--- src/rtl/telemetry_tx_if.sv ---
// Connects the coordinate/time holding registers, the frame request handshake
// and the downlink serial line to telemetry_tx.
interface telemetry_tx_if;
  logic [7:0] x_in;
  logic [7:0] y_in;
  logic [7:0] z_in;
  logic [7:0] t_in;
  logic       start;
  logic       ready;
  logic       tx;
  logic       done;
  logic [2:0] byte_idx;

  modport master (
    output x_in, y_in, z_in, t_in, start,
    input  ready, tx, done, byte_idx
  );

  modport slave (
    input  x_in, y_in, z_in, t_in, start,
    output ready, tx, done, byte_idx
  );
endinterface

--- src/rtl/telemetry_tx.sv ---
// Snapshots X/Y/Z/T on request and sends a 6-byte UART-style frame:
// sync, X, Y, Z, T, checksum (8N1, LSB first, CLKS_PER_BIT cycles per bit).
module telemetry_tx #(
  parameter int         CLKS_PER_BIT = 4,
  parameter logic [7:0] SYNC_BYTE    = 8'hA5
) (
  input logic           clk,
  input logic           rst,
  telemetry_tx_if.slave bus
);

  typedef enum logic [1:0] {IDLE, START_BIT, DATA, STOP_BIT} state_e;

  localparam logic [7:0] CYC_LAST = 8'(CLKS_PER_BIT - 1);

  state_e     state_q, state_d;
  logic [7:0] cyc_q, cyc_d;
  logic [2:0] bit_q, bit_d;
  logic [2:0] byte_q, byte_d;
  logic [7:0] x_q, x_d, y_q, y_d, z_q, z_d, t_q, t_d, chk_q, chk_d;
  logic       tx_q, tx_d;
  logic       done_q, done_d;
  logic       cyc_wrap;
  logic [7:0] cur_byte;

  assign cyc_wrap = (cyc_q == CYC_LAST);

  always_comb begin
    state_d = state_q;
    cyc_d   = cyc_q;
    bit_d   = bit_q;
    byte_d  = byte_q;
    x_d     = x_q;
    y_d     = y_q;
    z_d     = z_q;
    t_d     = t_q;
    chk_d   = chk_q;
    done_d  = 1'b0;
    case (state_q)
      IDLE: begin
        if (bus.start) begin
          x_d     = bus.x_in;
          y_d     = bus.y_in;
          z_d     = bus.z_in;
          t_d     = bus.t_in;
          // 8-bit addition wraps, giving the sum mod 256 directly
          chk_d   = bus.x_in + bus.y_in + bus.z_in + bus.t_in;
          cyc_d   = 8'd0;
          bit_d   = 3'd0;
          byte_d  = 3'd0;
          state_d = START_BIT;
        end
      end
      START_BIT: begin
        if (cyc_wrap) begin
          cyc_d   = 8'd0;
          bit_d   = 3'd0;
          state_d = DATA;
        end else begin
          cyc_d = cyc_q + 8'd1;
        end
      end
      DATA: begin
        if (cyc_wrap) begin
          cyc_d = 8'd0;
          if (bit_q == 3'd7) begin
            state_d = STOP_BIT;
          end else begin
            bit_d = bit_q + 3'd1;
          end
        end else begin
          cyc_d = cyc_q + 8'd1;
        end
      end
      STOP_BIT: begin
        if (cyc_wrap) begin
          cyc_d = 8'd0;
          if (byte_q < 3'd5) begin
            byte_d  = byte_q + 3'd1;
            state_d = START_BIT;
          end else begin
            byte_d  = 3'd0;
            done_d  = 1'b1;
            state_d = IDLE;
          end
        end else begin
          cyc_d = cyc_q + 8'd1;
        end
      end
      default: state_d = IDLE;
    endcase
  end

  // tx is computed from the next state so the line changes exactly on the bit boundary
  always_comb begin
    case (byte_d)
      3'd0:    cur_byte = SYNC_BYTE;
      3'd1:    cur_byte = x_d;
      3'd2:    cur_byte = y_d;
      3'd3:    cur_byte = z_d;
      3'd4:    cur_byte = t_d;
      default: cur_byte = chk_d;
    endcase
  end

  always_comb begin
    tx_d = 1'b1;
    case (state_d)
      START_BIT: tx_d = 1'b0;
      DATA:      tx_d = cur_byte[bit_d];
      default:   tx_d = 1'b1;
    endcase
  end

  always_ff @(posedge clk) begin
    if (rst) begin
      state_q <= IDLE;
      cyc_q   <= 8'd0;
      bit_q   <= 3'd0;
      byte_q  <= 3'd0;
      x_q     <= 8'd0;
      y_q     <= 8'd0;
      z_q     <= 8'd0;
      t_q     <= 8'd0;
      chk_q   <= 8'd0;
      tx_q    <= 1'b1;
      done_q  <= 1'b0;
    end else begin
      state_q <= state_d;
      cyc_q   <= cyc_d;
      bit_q   <= bit_d;
      byte_q  <= byte_d;
      x_q     <= x_d;
      y_q     <= y_d;
      z_q     <= z_d;
      t_q     <= t_d;
      chk_q   <= chk_d;
      tx_q    <= tx_d;
      done_q  <= done_d;
    end
  end

  assign bus.ready    = (state_q == IDLE);
  assign bus.tx       = tx_q;
  assign bus.done     = done_q;
  assign bus.byte_idx = byte_q;

endmodule

--- src/flat_wrapper.sv ---
// flat-port wrapper written by rule: the top's interface ports become plain ports
module telemetry_tx_flat 
#(
  parameter int         CLKS_PER_BIT = 4,
  parameter logic [7:0] SYNC_BYTE    = 8'hA5
)
  (clk, rst, bus_x_in, bus_y_in, bus_z_in, bus_t_in, bus_start, bus_ready, bus_tx, bus_done, bus_byte_idx);
  telemetry_tx_if bus_i ();
  input logic clk;
  input logic rst;
  input wire logic [$bits(bus_i.x_in)-1:0] bus_x_in;
  input wire logic [$bits(bus_i.y_in)-1:0] bus_y_in;
  input wire logic [$bits(bus_i.z_in)-1:0] bus_z_in;
  input wire logic [$bits(bus_i.t_in)-1:0] bus_t_in;
  input wire logic [$bits(bus_i.start)-1:0] bus_start;
  output wire logic [$bits(bus_i.ready)-1:0] bus_ready;
  output wire logic [$bits(bus_i.tx)-1:0] bus_tx;
  output wire logic [$bits(bus_i.done)-1:0] bus_done;
  output wire logic [$bits(bus_i.byte_idx)-1:0] bus_byte_idx;
  assign bus_i.x_in = bus_x_in;
  assign bus_i.y_in = bus_y_in;
  assign bus_i.z_in = bus_z_in;
  assign bus_i.t_in = bus_t_in;
  assign bus_i.start = bus_start;
  assign bus_ready = bus_i.ready;
  assign bus_tx = bus_i.tx;
  assign bus_done = bus_i.done;
  assign bus_byte_idx = bus_i.byte_idx;
  telemetry_tx #(.CLKS_PER_BIT(CLKS_PER_BIT), .SYNC_BYTE(SYNC_BYTE)) u_core (.clk(clk), .rst(rst), .bus(bus_i));
endmodule
--- config.mk ---
export PLATFORM = sky130hd
export DESIGN_NAME = telemetry_tx_flat
export DESIGN_NICKNAME = d
export VERILOG_FILES = /design/src/rtl/telemetry_tx_if.sv /design/src/rtl/telemetry_tx.sv /design/src/flat_wrapper.sv
export SDC_FILE = /design/constraint.sdc
export NUM_CORES = 1
export LEC_CHECK = 0
export CAP_MARGIN = 15
export CORE_MARGIN = 5
export CORE_UTILIZATION = 50
export DETAILED_ROUTE_END_ITERATION = 10
export GPL_TIMING_DRIVEN = 0
export PLACE_DENSITY_LB_ADDON = 0.05
export SETUP_SLACK_MARGIN = 0.5
export SYNTH_ARGS = -nofsm -noshare
export SYNTH_HDL_FRONTEND = slang
export SYNTH_SLANG_ARGS = --single-unit
export TNS_END_PERCENT = 5
--- constraint.sdc ---
create_clock -name clk -period 3.85 [get_ports clk]
set_clock_uncertainty 0.05 [all_clocks]
set_input_delay 0.77 -clock clk [delete_from_list [all_inputs] [get_ports clk]]
set_output_delay 0.77 -clock clk [all_outputs]
set_load 0.01 [all_outputs]
==> impl_metrics.toml, run 1 <==
[layout]
diodes = 0
drive_gt1_frac = 0.143
area_growth_pct = 23.1
layout.nets = 564
fin_area_sq_um = 4520

[yosys]
netlist-cell-type-count = 61
synth_xor_area_frac = 0.0215
synthAdderAreaFrac = 0.124
ys_top_cells_by_area = "dfxtp_1 32%, fa_1 7.6%, a21oi_1 6.8%"
yosys_warnings = 0
synth_commonest_cells = "64 x nand2_1, 58 x dfxtp_1, 50 x a21oi_1"
synth_top_family_by_area = "simple AND/OR/NAND/NOR gates"
yosysTopAreaCellShare = 0.317
syn_avg_cell_area_sq_um = 8.26
synth_cells = 444
synth.largest_area_cell = "dfxtp_1"
synth_seq_area_share = 0.317
syn-cell-area_sq_um = 3670
ys_ff_latch = 58
syn-num-nets = 507
muxShareOfSynthArea = 0.0682
ys.flop_type = "dfxtp_1"
synth_compound_area_frac = 0.195
synthArstFlopShare = 0
synth_most_common_cell = "nand2_1"
synth-edff-count = 0
synth-simple-area-share = 0.206

[timing]
drv_slew = 0
tightest_slew_ns = 0.708
worst_slack_ns = 0.153
fin_tns_setup_ns = 0
slew-limit-headroom = 0.528
grt_setup_unrepaired = "true"
max_freq_ghz = 0.270
setup_viol = 0
finalCritPeriodShare = 0.960
period_minus_slack_ns = 3.70
hold_viol = 0
whs_ns = 0.410

[placement]
io_buffers = 39
dp_slack_ns = -0.878
placed_area_sq_um = 4200
hpwl_mm = 7.46
gp_congestion = 0.871

[run]
maxCapViolCount = 0

[clocking]
numCtsBuffers = 9
clk_latency_ns = 0.35
cts_tree = "built"
h-tree-depth = 3
cts_buffer_depth = 2
numClockSinks = 58
clkTransAtPathRegs_ns = 0.07
root_buffer = "clkbuf_8"

[global_route]
grt_pass1_vias = 3287
grt.busiest_layer = "met2"
grtUsageTotal = 0.240
grt_max_degree = 11
use_met3 = 0.0331
grt_pass1_wl_mm = 16.4
grt_util_met1 = 0.295
antenna_found_initial = 0
met2_usage = 0.420
grt.overflow.total = 0

[worst_setup_path]
cp.arrival_ns = 3.92
crit_path_end_kind = "flip-flop"
cp-startpoint = "bus_z_in[1]"
crit_fanout = 3
cp.required_ns = 4.07
crit_type = "in -> reg"
r2r_slack_ns = 0.48
rr_startpoint = "u_core.state_q[1]"
cp-start-kind = "input pin"
r2r-end = "u_core.bus.tx"
critical_path.endpoint = "u_core.bus.tx"
rr_worst_depth = 12

[die]
coreArea_sq_um = 7210
die_h_um = 95.7
die_w_um = 95.7
start_util = 0.508
row_count = 31
ios = 41
dieArea_sq_um = 9150

[detailed_routing]
vias = 3304
drc_errors = 0
wirelength_mm = 10.2
drtIter0Drc = 167
via_per_inst = 5.47
ant_nets = 0
drt_pre_antenna_iters = 4
wl_per_cell_um = 16.8

[power_and_ir_drop]
p_leak_nw = 1.93
vdd_drop_max_mv = 0.315
power_density_nw_per_um2 = 535

[status]
outcome = "completed"

[worst_hold_path]
hp-class = "reg -> reg"
-- worst max-delay path, stage by stage --
cell	delay [ns]
buf_6	0.08
inv_2	0.03
fa_1	0.51
fa_1	0.52
inv_2	0.05
ha_4	0.15
fa_2	0.35
a21o_1	0.18
a21oi_2	0.18
o21ai_1	0.08
a21oi_1	0.17
a21oi_1	0.08
mux2_4	0.31
o22ai_4	0.14
o311ai_2	0.11
o221ai_2	0.19
-- report_power, final --
| part | leakage [nW] | switching (mW) | internal [mW] |
|---|---|---|---|
| combinational | 1.35 | 0.624 | 0.453 |
| clock | 0.106 | 0.246 | 0.348 |
| sequential | 0.474 | 0.0382 | 0.708 |
-- sequential cells by signal, indices dropped and copies added (netlist names) --
signal,cells
u_core.z_q,8
u_core.chk_q,8
u_core.cyc_q,8
u_core.t_q,8
u_core.y_q,8
u_core.bus.byte_idx,3
u_core.bit_q,3
u_core.bus.tx,1
u_core.bus.done,1
u_core.state_q,2
u_core.x_q,8
-- how the worst min path moves through the flow --
stage                    endpoint  depth (start not counted)  slack, ns          start
detailed placement  u_core.z_q[6]                          2       0.40  u_core.z_q[6]
CTS                 u_core.z_q[6]                          2       0.41  u_core.z_q[6]
global placement    u_core.y_q[6]                          2       0.39  u_core.y_q[6]
global route        u_core.y_q[1]                          2       0.43  u_core.y_q[1]
finish              u_core.z_q[6]                          2       0.41  u_core.z_q[6]
floorplan           u_core.y_q[6]                          2       0.38  u_core.y_q[6]
-- placed cells by master (no fill, tap or decap), drive strengths merged, types with 3 or more instances in the layout --
master | netlist | layout
a21oi | 50 | 50
a22oi | 4 | 4
a311oi | 3 | 3
a31oi | 3 | 3
and2 | 5 | 5
and3 | 8 | 8
buf | 8 | 20
clkbuf | 13 | 26
clkdlybuf4s50 | 0 | 24
dfxtp | 58 | 58
dlygate4sd2 | 0 | 9
fa | 14 | 14
ha | 14 | 14
inv | 40 | 40
mux2i | 19 | 19
nand2 | 64 | 64
nand2b | 3 | 3
nand3 | 4 | 4
nand3b | 4 | 4
nor2 | 49 | 49
nor2b | 4 | 4
nor3 | 4 | 4
o211ai | 4 | 4
o21ai | 17 | 17
o31ai | 3 | 3
or2 | 3 | 3
xnor2 | 9 | 9
-- stage by stage --
| step | util | std cells | total power [mW] |
|---|---|---|---|
| 2_1_floorplan | - | 444 | 1.45 |
| 5_1_grt | 0.626 | 604 | 2.58 |
| 3_5_place_dp | 0.583 | 582 | 1.74 |
| 3_3_place_gp | 0.583 | 582 | 1.71 |
| 4_1_cts | 0.625 | 604 | 2.40 |
| 6_report | 0.626 | 604 | 2.42 |
-- per-layer routing --
layer  vias to the layer above  part of all wire
li1                       1630                 -
met1                      1574              0.43
met2                        81              0.50
met3                        19             0.045
met4                         0             0.019
met5                         -                 0
-- final cells by class --
class                   instances  area (sq um)
fillers                       696          2700
plain buffers                  21           100
well taps                      99           124
repair buffers                 46           430
inverters                      40           158
clock inverters                 2          35.0
flip-flops and latches         58          1160
clock buffers                  13           169
multi-input cells             325          2340
-- timing repair --
item / 4_1_cts / 5_1_grt
setup endpoints to repair: 5 / 4
hold endpoints to repair: 0 / 0
pin swaps: 19 / 8
hold buffers: 0 / 0
setup buffers: 7 / 0
resized for setup: 54 / 3
-- kinds of logic after synthesis --
family | count (synthesis)
DFF | 58
and+or+nand+nor | 160
xor gates and xnor gates | 9
AOI/OAI and AO/OA | 106
buffers and inverters | 61
muxes | 22
adders and majority gates | 28
Note: power is estimated with default switching activity, not from simulation.
==> run 2: changes to the inputs <==
--- a/config.mk
+++ b/config.mk
@@ -10,7 +10,7 @@
 export CORE_UTILIZATION = 50
 export DETAILED_ROUTE_END_ITERATION = 10
 export GPL_TIMING_DRIVEN = 0
-export PLACE_DENSITY_LB_ADDON = 0.05
+export PLACE_DENSITY_LB_ADDON = 0.12
 export SETUP_SLACK_MARGIN = 0.5
 export SYNTH_ARGS = -nofsm -noshare
 export SYNTH_HDL_FRONTEND = slang
==> run 2 against run 1 <==
Clock-buffer cell count is 1 lower. Critical path depth fell by 1. Maximum frequency up 0.94%. Design area up 0.36%. First-iteration DRC count increased by 4.2%. Final cell count down 0.50%. Clock power rose by 14%. Critical path type unchanged. Critical endpoint unchanged. Highest routed layer unchanged.
==> impl_metrics.toml, run 2 (synthesized netlist as in run 1, its figures left out) <==
[status]
outcome = "completed"

[power_and_ir_drop]
p_comb_frac = 0.421
swShare = 0.368
vdd_drop_max_mv = 0.290
p_clk_frac = 0.275
power_density_nw_per_um2 = 542
p_int_mw = 1.55
power_frac_seq = 0.304
p_switching_mw = 0.905
p_leak_nw = 1.93
finalPower_mw = 2.46

[clocking]
cts_tree = "built"
root_buffer = "clkbuf_8"
cts_buffer_depth = 2
clk_latency_ns = 0.35
clkTransAtPathRegs_ns = 0.07
hold_buffers = 0
numCtsBuffers = 9
numClockSinks = 58
h-tree-depth = 3

[placement]
hpwl_mm = 7.29
gp_congestion = 0.874
io_buffers = 39

[worst_setup_path]
crit_type = "in -> reg"
crit_path_end_kind = "flip-flop"
cp-start-kind = "input pin"
cp.arrival_ns = 3.88
cp.required_ns = 4.07
cp_cell_sequence = "clkdlybuf4s15_1 > inv_1 > fa_1 > fa_1 > inv_2 > fa_2 > a21o_1 > a21oi_4 > o21ai_1 > a21oi_2 > a21oi_2 > mux2_4 > o22ai_4 > o311ai_2 > o221ai_2"
worst_path_largest_cell_delay_ns = 0.51
slowest_stage = "fa_1"
crit_family = "adder cells"
cp.buffers_inverters = 3
crit_fanout = 3

[timing]
period_minus_slack_ns = 3.66
grt_setup_unrepaired = "true"
hold_viol = 0
whs_ns = 0.408
drv_slew = 0
setup_viol = 0
slew-limit-headroom = 0.562
finalCritPeriodShare = 0.951
max_freq_ghz = 0.273
tightest_slew_ns = 0.657

[die]
coreArea_sq_um = 7210
start_util = 0.508
row_count = 31
dieArea_sq_um = 9150
ios = 41
die_w_um = 95.7
die_h_um = 95.7

[global_route]
grt_pass1_wl_mm = 16.4
grtUsageTotal = 0.239
grt_max_degree = 11
grt.overflow.total = 0
grt_pass1_vias = 3360
antenna_found_initial = 0

[detailed_routing]
wirelength_mm = 9.81
vias = 3263
drtIter0Drc = 174
drc_errors = 0
ant_nets = 0
drt_pre_antenna_iters = 4
via_per_inst = 5.43
wl_per_cell_um = 16.3

[layout]
area_growth_pct = 23.5
final_common_cell = "nand2_1"
layout.nets = 560
diodes = 0
final_cell_mix = "64 x nand2_1, 58 x dfxtp_1, 47 x nor2_1"
filler_cell_count = 683
multiInputGateArea_sq_um = 2340
drive_gt1_frac = 0.135
fin_util = 0.628
regArea_sq_um = 1160

[run]
maxCapViolCount = 0

[worst_hold_path]
hp-class = "reg -> reg"
[run 2: power by group through the flow]
stage | Sequential (mW) | Combinational [mW] | Clock (mW)
after floorplan | 0.751 | 0.697 | 0
after global placement | 0.754 | 0.947 | 0
after detailed placement | 0.759 | 0.966 | 0
after CTS | 0.746 | 0.999 | 0.679
after global routing | 0.758 | 1.16 | 0.708
final | 0.747 | 1.03 | 0.676
[run 2: through the flow]
stage | cells | setup WS, ns | instance area, sq um | setup TNS, ns
3_3_place_gp | 582 | -0.777 | 4200 | -1.35
5_1_grt | 601 | 0.0584 | 4530 | 0
6_report | 601 | 0.187 | 4530 | 0
3_5_place_dp | 582 | -0.805 | 4200 | -1.41
4_1_cts | 600 | 0.162 | 4500 | 0
2_1_floorplan | 444 | 0.174 | 3690 | 0
[run 2: repair_timing]
item | in CTS | in global routing
gates resized for setup | 47 | 5
endpoints found under the setup margin | 4 | 2
buffers inserted | 2 | 1
pin swaps | 22 | 2
[run 2: final cells by class]
cell class / count / share of cell area
Multi-Input combinational cell: 325 / 0.517
Buffer: 21 / 0.0221
Clock buffer: 12 / 0.0364
Sequential cell: 58 / 0.256
Timing Repair Buffer: 42 / 0.0897
Tap cell: 99 / 0.0273
Clock inverter: 4 / 0.0160
Inverter: 40 / 0.0348
[run 2: metal layers]
layer	vias to the layer above	part of all wire	wire [um]	track usage
li1	1631	-	-	-
met1	1520	0.46	4470	0.300
met2	93	0.47	4580	0.395
met3	19	0.055	535	0.0505
met4	0	0.023	223	0.102
met5	-	0	0	0
[run 2: path summary, 6_finish.rpt]
kind / depth (start not counted) / slack, ns / endpoint / from
setup / recovery: 15 / 0.19 / u_core.bus.tx / bus_z_in[2]
hold / removal: 2 / 0.41 / u_core.y_q[6] / u_core.y_q[6]
setup reg to reg: 12 / 0.50 / u_core.bus.tx / u_core.state_q[1]
hold reg to reg: 2 / 0.41 / u_core.y_q[6] / u_core.y_q[6]
[run 2: worst min-delay path: stages, from the launching register on]
cell	delay [ns]
dfxtp_1	0.31
nand2_1	0.05
a21oi_1	0.05
==> run 3: changes to the inputs <==
--- a/config.mk
+++ b/config.mk
@@ -9,7 +9,9 @@
 export CORE_MARGIN = 5
 export CORE_UTILIZATION = 50
 export DETAILED_ROUTE_END_ITERATION = 10
+export DONT_BUFFER_PORTS = 1
 export GPL_TIMING_DRIVEN = 0
+export HOLD_SLACK_MARGIN = 0.03
 export PLACE_DENSITY_LB_ADDON = 0.12
 export SETUP_SLACK_MARGIN = 0.5
 export SYNTH_ARGS = -nofsm -noshare
==> run 3 against run 2 <==
Hold slack hardly changed. Highest routed layer unchanged. First-iteration DRC count up 45%. Setup slack improved by 0.12 ns. Largest cell class unchanged. Critical endpoint unchanged. Total power decreased by 11%. Final cell count is 6.8% lower. Critical path type unchanged.
==> impl_metrics.toml, run 3 (synthesized netlist as in run 1, its figures left out) <==
[worst_setup_path]
r2r_slack_ns = 0.55
worst_path_largest_cell_delay_ns = 0.50
cp.buffers_inverters = 2
cp-startpoint = "bus_y_in[1]"
crit_path_end_kind = "flip-flop"
cp-start-kind = "input pin"
crit_family = "adder cells"
cp_cell_sequence = "inv_8 > fa_1 > fa_1 > inv_1 > ha_2 > fa_2 > a21o_1 > a21oi_2 > o21bai_1 > a21oi_2 > xnor2_1 > o21ai_1 > o21bai_1 > o211a_1 > o221ai_2"
crit_type = "in -> reg"
slowest_stage = "fa_1"
cp.arrival_ns = 3.74
rr_startpoint = "u_core.state_q[1]"
crit_fanout = 3
cp.required_ns = 4.05

[power_and_ir_drop]
p_leak_nw = 1.73
finalPower_mw = 2.20
power_density_nw_per_um2 = 543
vdd_drop_max_mv = 0.276

[global_route]
grt_pass1_vias = 3231
grt.overflow.total = 0
grt_pass1_wl_mm = 16.1
grt_max_degree = 11
antenna_found_initial = 0
grtUsageTotal = 0.235

[clocking]
hold_buffers = 0
numCtsBuffers = 9
clk_latency_ns = 0.34
numClockSinks = 58
clkTransAtPathRegs_ns = 0.06
h-tree-depth = 3
cts_buffer_depth = 2
cts_tree = "built"
root_buffer = "clkbuf_8"

[die]
start_util = 0.508
dieArea_sq_um = 9150
die_w_um = 95.7
row_count = 31
coreArea_sq_um = 7210
ios = 41
die_h_um = 95.7

[detailed_routing]
ant_nets = 0
via_per_inst = 5.67
drc_errors = 0
wl_per_cell_um = 17.7
drtIter0Drc = 252
wirelength_mm = 9.89
vias = 3174
drt_pre_antenna_iters = 4

[status]
outcome = "completed"

[layout]
drive_gt1_frac = 0.113
final_common_cell = "nand2_1"
area_growth_pct = 10.2
final_cell_mix = "64 x nand2_1, 58 x dfxtp_1, 47 x nor2_1"
stdcell_count = 560
diodes = 0
layout.nets = 520
fin_util = 0.561

[timing]
tightest_slew_ns = 0.674
max_freq_ghz = 0.283
fin_tns_setup_ns = 0
drv_slew = 0
finalCritPeriodShare = 0.919
setup_viol = 0
hold_viol = 0
slew-limit-headroom = 0.551
grt_setup_unrepaired = "true"
period_minus_slack_ns = 3.54

[placement]
hpwl_mm = 7.25
gp_congestion = 0.872
io_buffers = 0
placedCellCount = 543

[worst_hold_path]
hold_start = "u_core.z_q[6]"
hp-class = "reg -> reg"

[run]
maxCapViolCount = 0
run 3: repair_timing:
item | in CTS | in global routing
setup buffers | 2 | 0
gates resized for setup | 5 | 5
pin swaps | 8 | 10
endpoints found under the setup margin | 1 | 1
hold endpoints to repair | 0 | 0
run 3: metal layers:
metal / part of all wire / vias up / GRT usage
met5: 0 / - / 0
met4: 0.022 / 0 / 0.101
met3: 0.074 / 19 / 0.0576
met2: 0.48 / 86 / 0.384
met1: 0.43 / 1523 / 0.294
li1: - / 1546 / -
run 3: path summary, 6_finish.rpt:
| check | endpoint | cells after the start |
|---|---|---|
| max | u_core.bus.tx | 15 |
| min | u_core.z_q[6] | 2 |
| max reg2reg | u_core.bus.tx | 12 |
| min reg2reg | u_core.z_q[6] | 2 |
run 3: worst min-delay path, cell delays in order (launching register included):
cell     delay [ns]
dfxtp_1        0.31
nand2_1        0.05
a21oi_1        0.05
run 3: power breakdown:
group          internal (mW)  switching [mW]
Combinational          0.366           0.580
Sequential             0.708          0.0418
Clock                  0.262           0.240
run 3: stage by stage:
step           setup WS (ns)  hold slack [ns]  instance area (sq um)
4_1_cts                0.327            0.406                   4030
6_report               0.311            0.408                   4040
3_3_place_gp          -0.133            0.391                   3810
5_1_grt                0.193            0.433                   4040
2_1_floorplan          0.174            0.383                   3690
3_5_place_dp          -0.118            0.397                   3810
run 3: cell type report:
type,count,area [sq um]
buffer,21,101
clock buffer,12,155
clock inverter,3,15.0
fill,699,3170
inverter,40,158
multi-input combinational,325,2310
sequential,58,1160
tap,99,124
timing repair buffer,2,15.0
